<file path="src/rtl/mul8_share_arb_if.sv">
// Operand request and product response channels shared between the
// operand sources and the round-robin multiplier scheduler.
interface mul8_share_arb_if #(
    parameter int NREQ = 4,
    parameter int IDW  = 2
);
    logic [NREQ-1:0]   req_valid;
    logic [8*NREQ-1:0] req_a;
    logic [8*NREQ-1:0] req_b;
    logic [NREQ-1:0]   req_ready;
    logic              rsp_valid;
    logic              rsp_ready;
    logic [IDW-1:0]    rsp_id;
    logic [15:0]       rsp_prod;

    modport master (
        output req_valid, req_a, req_b, rsp_ready,
        input  req_ready, rsp_valid, rsp_id, rsp_prod
    );

    modport slave (
        input  req_valid, req_a, req_b, rsp_ready,
        output req_ready, rsp_valid, rsp_id, rsp_prod
    );
endinterface

</file>
<file path="src/rtl/mul8_share_arb.sv">
// Round-robin scheduler time-sharing one external combinational 8x8
// multiplier among NREQ requesters through a two-stage pipeline.
module mul8_share_arb #(
    parameter int NREQ       = 4,
    parameter int IDW        = 2,
    parameter int ZERO_FORCE = 1,
    parameter int CNTW       = 16
) (
    input  logic                 clk,
    input  logic                 rst_n,
    mul8_share_arb_if.slave      bus,
    output logic [7:0]           mul_a,
    output logic [7:0]           mul_b,
    input  logic [15:0]          mul_o,
    output logic [CNTW-1:0]      op_count
);

    function automatic logic has_zero_operand(input logic [7:0] a, input logic [7:0] b);
        return (a == 8'h00) || (b == 8'h00);
    endfunction

    // Approximate netlists may return nonzero for a zero operand; override it.
    function automatic logic [15:0] select_product(input logic zero_flag, input logic [15:0] raw);
        return ((ZERO_FORCE != 0) && zero_flag) ? 16'h0000 : raw;
    endfunction

    logic                 s1_valid_r;
    logic                 zero_r;
    logic [7:0]           op_a_r;
    logic [7:0]           op_b_r;
    logic [IDW-1:0]       s1_id_r;
    logic [IDW-1:0]       ptr_r;
    logic                 rsp_valid_r;
    logic [IDW-1:0]       rsp_id_r;
    logic [15:0]          rsp_prod_r;
    logic [CNTW-1:0]      op_count_r;

    logic                 s2_free_s;
    logic                 s1_free_s;
    logic                 hi_found_s;
    logic                 lo_found_s;
    logic [IDW-1:0]       hi_id_s;
    logic [IDW-1:0]       lo_id_s;
    logic [IDW-1:0]       grant_id_s;
    logic [NREQ-1:0]      grant_vec_s;
    logic                 accept_s;
    logic [IDW-1:0]       ptr_next_s;
    logic [7:0]           acc_a_s;
    logic [7:0]           acc_b_s;

    assign s2_free_s = !rsp_valid_r || bus.rsp_ready;
    assign s1_free_s = !s1_valid_r || s2_free_s;

    // Round-robin search: lowest valid index at or above the pointer wins,
    // otherwise the search wraps to the lowest valid index overall.
    always_comb begin
        hi_found_s = 1'b0;
        lo_found_s = 1'b0;
        hi_id_s    = {IDW{1'b0}};
        lo_id_s    = {IDW{1'b0}};
        for (int i = NREQ - 1; i >= 0; i--) begin
            hi_id_s    = (bus.req_valid[i] && (IDW'(i) >= ptr_r)) ? IDW'(i) : hi_id_s;
            hi_found_s = hi_found_s || (bus.req_valid[i] && (IDW'(i) >= ptr_r));
            lo_id_s    = bus.req_valid[i] ? IDW'(i) : lo_id_s;
            lo_found_s = lo_found_s || bus.req_valid[i];
        end
    end

    assign grant_id_s  = hi_found_s ? hi_id_s : lo_id_s;
    assign grant_vec_s = (rst_n && s1_free_s && lo_found_s)
                         ? ({{(NREQ-1){1'b0}}, 1'b1} << grant_id_s)
                         : {NREQ{1'b0}};
    assign accept_s    = |(bus.req_valid & grant_vec_s);
    assign ptr_next_s  = (grant_id_s == IDW'(NREQ - 1)) ? {IDW{1'b0}} : (grant_id_s + IDW'(1));

    // Operand mux for the granted requester.
    always_comb begin
        acc_a_s = 8'h00;
        acc_b_s = 8'h00;
        for (int i = 0; i < NREQ; i++) begin
            acc_a_s = (grant_id_s == IDW'(i)) ? bus.req_a[8*i +: 8] : acc_a_s;
            acc_b_s = (grant_id_s == IDW'(i)) ? bus.req_b[8*i +: 8] : acc_b_s;
        end
    end

    // Stage 1: operand registers feeding the multiplier, plus pointer and counter.
    always_ff @(posedge clk or negedge rst_n) begin
        if (!rst_n) begin
            s1_valid_r <= 1'b0;
            zero_r     <= 1'b0;
            op_a_r     <= 8'h00;
            op_b_r     <= 8'h00;
            s1_id_r    <= {IDW{1'b0}};
            ptr_r      <= {IDW{1'b0}};
            op_count_r <= {CNTW{1'b0}};
        end else if (accept_s) begin
            s1_valid_r <= 1'b1;
            zero_r     <= has_zero_operand(acc_a_s, acc_b_s);
            op_a_r     <= acc_a_s;
            op_b_r     <= acc_b_s;
            s1_id_r    <= grant_id_s;
            ptr_r      <= ptr_next_s;
            op_count_r <= op_count_r + {{(CNTW-1){1'b0}}, 1'b1};
        end else if (s1_valid_r && s2_free_s) begin
            s1_valid_r <= 1'b0;
        end
    end

    // Stage 2: response register, held while the consumer stalls.
    always_ff @(posedge clk or negedge rst_n) begin
        if (!rst_n) begin
            rsp_valid_r <= 1'b0;
            rsp_id_r    <= {IDW{1'b0}};
            rsp_prod_r  <= 16'h0000;
        end else if (s1_valid_r && s2_free_s) begin
            rsp_valid_r <= 1'b1;
            rsp_id_r    <= s1_id_r;
            rsp_prod_r  <= select_product(zero_r, mul_o);
        end else if (s2_free_s) begin
            rsp_valid_r <= 1'b0;
        end
    end

    assign mul_a         = op_a_r;
    assign mul_b         = op_b_r;
    assign op_count      = op_count_r;
    assign bus.req_ready = grant_vec_s;
    assign bus.rsp_valid = rsp_valid_r;
    assign bus.rsp_id    = rsp_id_r;
    assign bus.rsp_prod  = rsp_prod_r;

endmodule

</file>
<file path="src/flat_wrapper.sv">
// flat-port wrapper written by rule: the top's interface ports become plain ports
module mul8_share_arb_flat 
#(
    parameter int NREQ       = 4,
    parameter int IDW        = 2,
    parameter int ZERO_FORCE = 1,
    parameter int CNTW       = 16
)
  (clk, rst_n, mul_a, mul_b, mul_o, op_count, bus_req_valid, bus_req_a, bus_req_b, bus_rsp_ready, bus_req_ready, bus_rsp_valid, bus_rsp_id, bus_rsp_prod);
  mul8_share_arb_if #(.NREQ(NREQ), .IDW(IDW)) bus_i ();
  input  logic clk;
  input  logic rst_n;
  output logic [7:0] mul_a;
  output logic [7:0] mul_b;
  input  logic [15:0] mul_o;
  output logic [CNTW-1:0] op_count;
  input wire logic [$bits(bus_i.req_valid)-1:0] bus_req_valid;
  input wire logic [$bits(bus_i.req_a)-1:0] bus_req_a;
  input wire logic [$bits(bus_i.req_b)-1:0] bus_req_b;
  input wire logic [$bits(bus_i.rsp_ready)-1:0] bus_rsp_ready;
  output wire logic [$bits(bus_i.req_ready)-1:0] bus_req_ready;
  output wire logic [$bits(bus_i.rsp_valid)-1:0] bus_rsp_valid;
  output wire logic [$bits(bus_i.rsp_id)-1:0] bus_rsp_id;
  output wire logic [$bits(bus_i.rsp_prod)-1:0] bus_rsp_prod;
  assign bus_i.req_valid = bus_req_valid;
  assign bus_i.req_a = bus_req_a;
  assign bus_i.req_b = bus_req_b;
  assign bus_i.rsp_ready = bus_rsp_ready;
  assign bus_req_ready = bus_i.req_ready;
  assign bus_rsp_valid = bus_i.rsp_valid;
  assign bus_rsp_id = bus_i.rsp_id;
  assign bus_rsp_prod = bus_i.rsp_prod;
  mul8_share_arb #(.NREQ(NREQ), .IDW(IDW), .ZERO_FORCE(ZERO_FORCE), .CNTW(CNTW)) u_core (.clk(clk), .rst_n(rst_n), .bus(bus_i), .mul_a(mul_a), .mul_b(mul_b), .mul_o(mul_o), .op_count(op_count));
endmodule
</file>
<file path="config.mk">
export PLATFORM = sky130hd
export DESIGN_NAME = mul8_share_arb_flat
export DESIGN_NICKNAME = d
export VERILOG_FILES = /design/src/rtl/mul8_share_arb_if.sv /design/src/rtl/mul8_share_arb.sv /design/src/flat_wrapper.sv
export SDC_FILE = /design/constraint.sdc
export NUM_CORES = 1
export LEC_CHECK = 0
export ABC_AREA = 0
export CORE_UTILIZATION = 36
export DETAILED_ROUTE_END_ITERATION = 12
export GPL_TIMING_DRIVEN = 1
export PLACE_DENSITY = 0.69
export SETUP_SLACK_MARGIN = 0.3
export SYNTH_ARGS = -nofsm -noshare
export SYNTH_HDL_FRONTEND = slang
export SYNTH_SLANG_ARGS = --single-unit
</file>
<file path="constraint.sdc">
create_clock -name clk -period 4.28 [get_ports clk]
set_clock_uncertainty 0.15 [all_clocks]
set_input_delay 0.856 -clock clk [delete_from_list [all_inputs] [get_ports clk]]
set_output_delay 0.856 -clock clk [all_outputs]
set_load 0.01 [all_outputs]
</file>
==> flow_summary.toml <==
[sta]
fmax_mhz = 258
fin_crit_sh_pct = 90.5
holdWs_ns = 0.321
tightest_slew_ns = 0.900
fin_crit_ns = 3.87
rsz0062_at_grt = "false"
finalHoldViolations = 0
report.final.slew_viol_count = 0
worst_slack_ns = 0.408
slew_headroom_pct = 39.9
setup_viol = 0
setup-tns-final_ns = 0

[synthesis]
synthFlopType = "dfrtp_1"
synth_area_per_cell_um2 = 10.5
synth_nets = 371
syn_area_mm2 = 0.00292
async_reset_ff_share_pct = 100
synth-seq-cells = 57
yosysSeqAreaShare_pct = 48.8
synth_edf_count = 0
syn_inst = 279
yosysWarnings = 0
synth_cell_type_count = 41

[cts]
cts_setup_buffers = 0
clk_pin_slew_ns = 0.07
cts_tree = "built"
cts_hold_buf = 0
clk_path_buf_depth = 2
root_buffer = "clkbuf_8"
clock-sinks = 57
htreeDepth = 3
cts_buffers = 9
clock_latency_ns = 0.33

[critical_path]
cp.arrival_ns = 2.87
cp-start-kind = "primary input"
end_kind = "primary output"
crit_fanout = 6
reg2regPathDepth = 11
worstPathRequired_ns = 3.27
crit_type = "primary input to primary output"

[detailed_routing]
wl_per_cell_um = 15.9
drc = 0
vias_per_cell = 5.21
routed_wl_mm = 8.46
num_vias = 2774
firstDrtPassIters = 4
first_iter_violations = 96
ant_nets = 0

[placed_design]
place_ws_ns = 0.0249
gp_congestion = 0.884
io_buffers = 141
dp_hpwl_mm = 6.41

[finish]
final_net_count = 517
diodes = 0
drive_above_1_share_pct = 9.53
layout_common_cells = "138 x clkdlybuf4s50_1, 57 x dfrtp_1, 24 x nand2_1"
area_growth_pct = 62.5
final_common_cell = "clkdlybuf4s50_1"

[outcome]
outcome = "finished, final reports clean"

[global_route]
antenna_found_initial = 0
track_usage_pct = 20.5
grt_max_degree = 58
grt_overflow = 0
grt_pass1_wl_mm = 13.5
grt_pass1_vias = 2774

[job]
drv_cap = 0

[pwr]
leakage_nw = 1.97
power.total_mw = 2.89
p_per_area_mw_per_mm2 = 609
combPwrFrac_pct = 47.2
intPower_mw = 1.89
peakVddDrop_v = 0.000258
p_sw_share_pct = 34.8
clkPwrFrac_pct = 21.9
p_switching_mw = 1.01
seqPwrFrac_pct = 30.9

[floorplan]
row_count = 32
start_util_pct = 37.6
die_area_mm2 = 0.00848
core-area_mm2 = 0.00777
io_pins = 142
fp.dieH_um = 92.1
fp.dieW_um = 92.1

[min_path]
min_path_cells = 1
hold_path.class = "flip-flop to flip-flop"
==> power groups by stage <==
stage / clock network (mW) / logic (mW) / registers (mW)
floorplan: 0 / 0.664 / 0.941
global placement: 0 / 1.33 / 0.892
detailed placement: 0 / 1.36 / 0.903
CTS: 0.647 / 1.37 / 0.893
global route: 0.674 / 1.48 / 0.924
finish: 0.634 / 1.37 / 0.894
==> sequential cells by signal (all words and copies together) (netlist names) <==
| signal | flops |
|---|---|
| u_core.op_count | 16 |
| u_core.mul_b | 8 |
| u_core.bus.rsp_prod | 16 |
| u_core.zero_r | 1 |
| u_core.bus.rsp_valid | 1 |
| u_core.s1_id_r | 2 |
| u_core.ptr_r | 2 |
| u_core.s1_valid_r | 1 |
| u_core.mul_a | 8 |
| u_core.bus.rsp_id | 2 |
==> stage by stage <==
step / area (um^2) / instances / utilization, %
finish: 4750 / 532 / 61.1
global route: 4750 / 532 / 61.1
CTS: 4720 / 532 / 60.8
detailed placement: 4470 / 516 / 57.5
global placement: 4470 / 516 / 57.5
floorplan: 2920 / 279 / -
==> area by class of cell <==
class	count	area, um^2
fill	675	3020
timing repair buffer	149	1480
multi-input combinational	202	1440
sequential	57	1430
clock buffer	12	155
tap	102	128
clock inverter	4	98.8
inverter	6	22.5
==> cell families after synthesis <==
kind of cell,count (synthesis),synth area share (%)
AO/OA/AOI/OAI,69,17.1
XOR/XNOR,15,4.50
adder cells (fa/ha/maj),5,2.14
buffers and inverters,20,3.04
flip-flops,57,48.8
multiplexers,21,8.05
AND/OR/NAND/NOR,92,16.3
==> path summary, 6_finish.rpt <==
| path | from | to | slack [ns] |
|---|---|---|---|
| min in group asynchronous | rst_n | u_core.bus.rsp_prod[0] | 0.56 |
| worst min register to register | u_core.op_count[15] | u_core.op_count[15] | 0.32 |
| worst max-delay path | bus_req_valid[0] | bus_req_ready[1] | 0.41 |
| max in group asynchronous | rst_n | u_core.bus.rsp_prod[14] | 2.94 |
| worst min-delay path | u_core.op_count[15] | u_core.op_count[15] | 0.32 |
| worst max register to register | u_core.ptr_r[1] | u_core.zero_r | 1.09 |
==> timing repair <==
item,in CTS,in global routing
gates resized for setup,1,8
setup endpoints to repair,1,10
gates cloned,0,0
==> cell usage after synthesis, drive strengths merged (4+ instances only) <==
library cell  count  share of area, %
and3              4              0.86
mux2             20               7.7
dfrtp            57                49
clkbuf            7              0.90
o22ai            22               4.7
ha                5               2.1
xnor2            12               3.6
inv               6              0.77
nand2            24               3.1
buf               7               1.4
nand2b           19               4.1
nand4             7               1.5
nand3             4              0.69
a211oi            4               1.2
o21ai            19               3.3
a221oi           16               6.1
nor2             19               2.4
==> per-layer routing <==
layer | up-vias | global-route usage [%] | wire length [um]
li1 | 1312 | - | -
met1 | 1316 | 26.5 | 3720
met4 | 0 | 8.72 | 184
met2 | 129 | 33.3 | 3960
met3 | 17 | 4.31 | 590
met5 | - | 0 | 0
==> critical path, stage by stage <==
cell and delay, ns:
clkdlybuf4s50_1 0.55, nand3_1 0.11, a21oi_2 0.15, a211oi_1 0.06
buf_4 0.16, inv_1 0.07, ha_2 0.23, and2_1 0.14
clkdlybuf4s50_1 0.53
No activity file was read; power rests on OpenSTA's default activity.
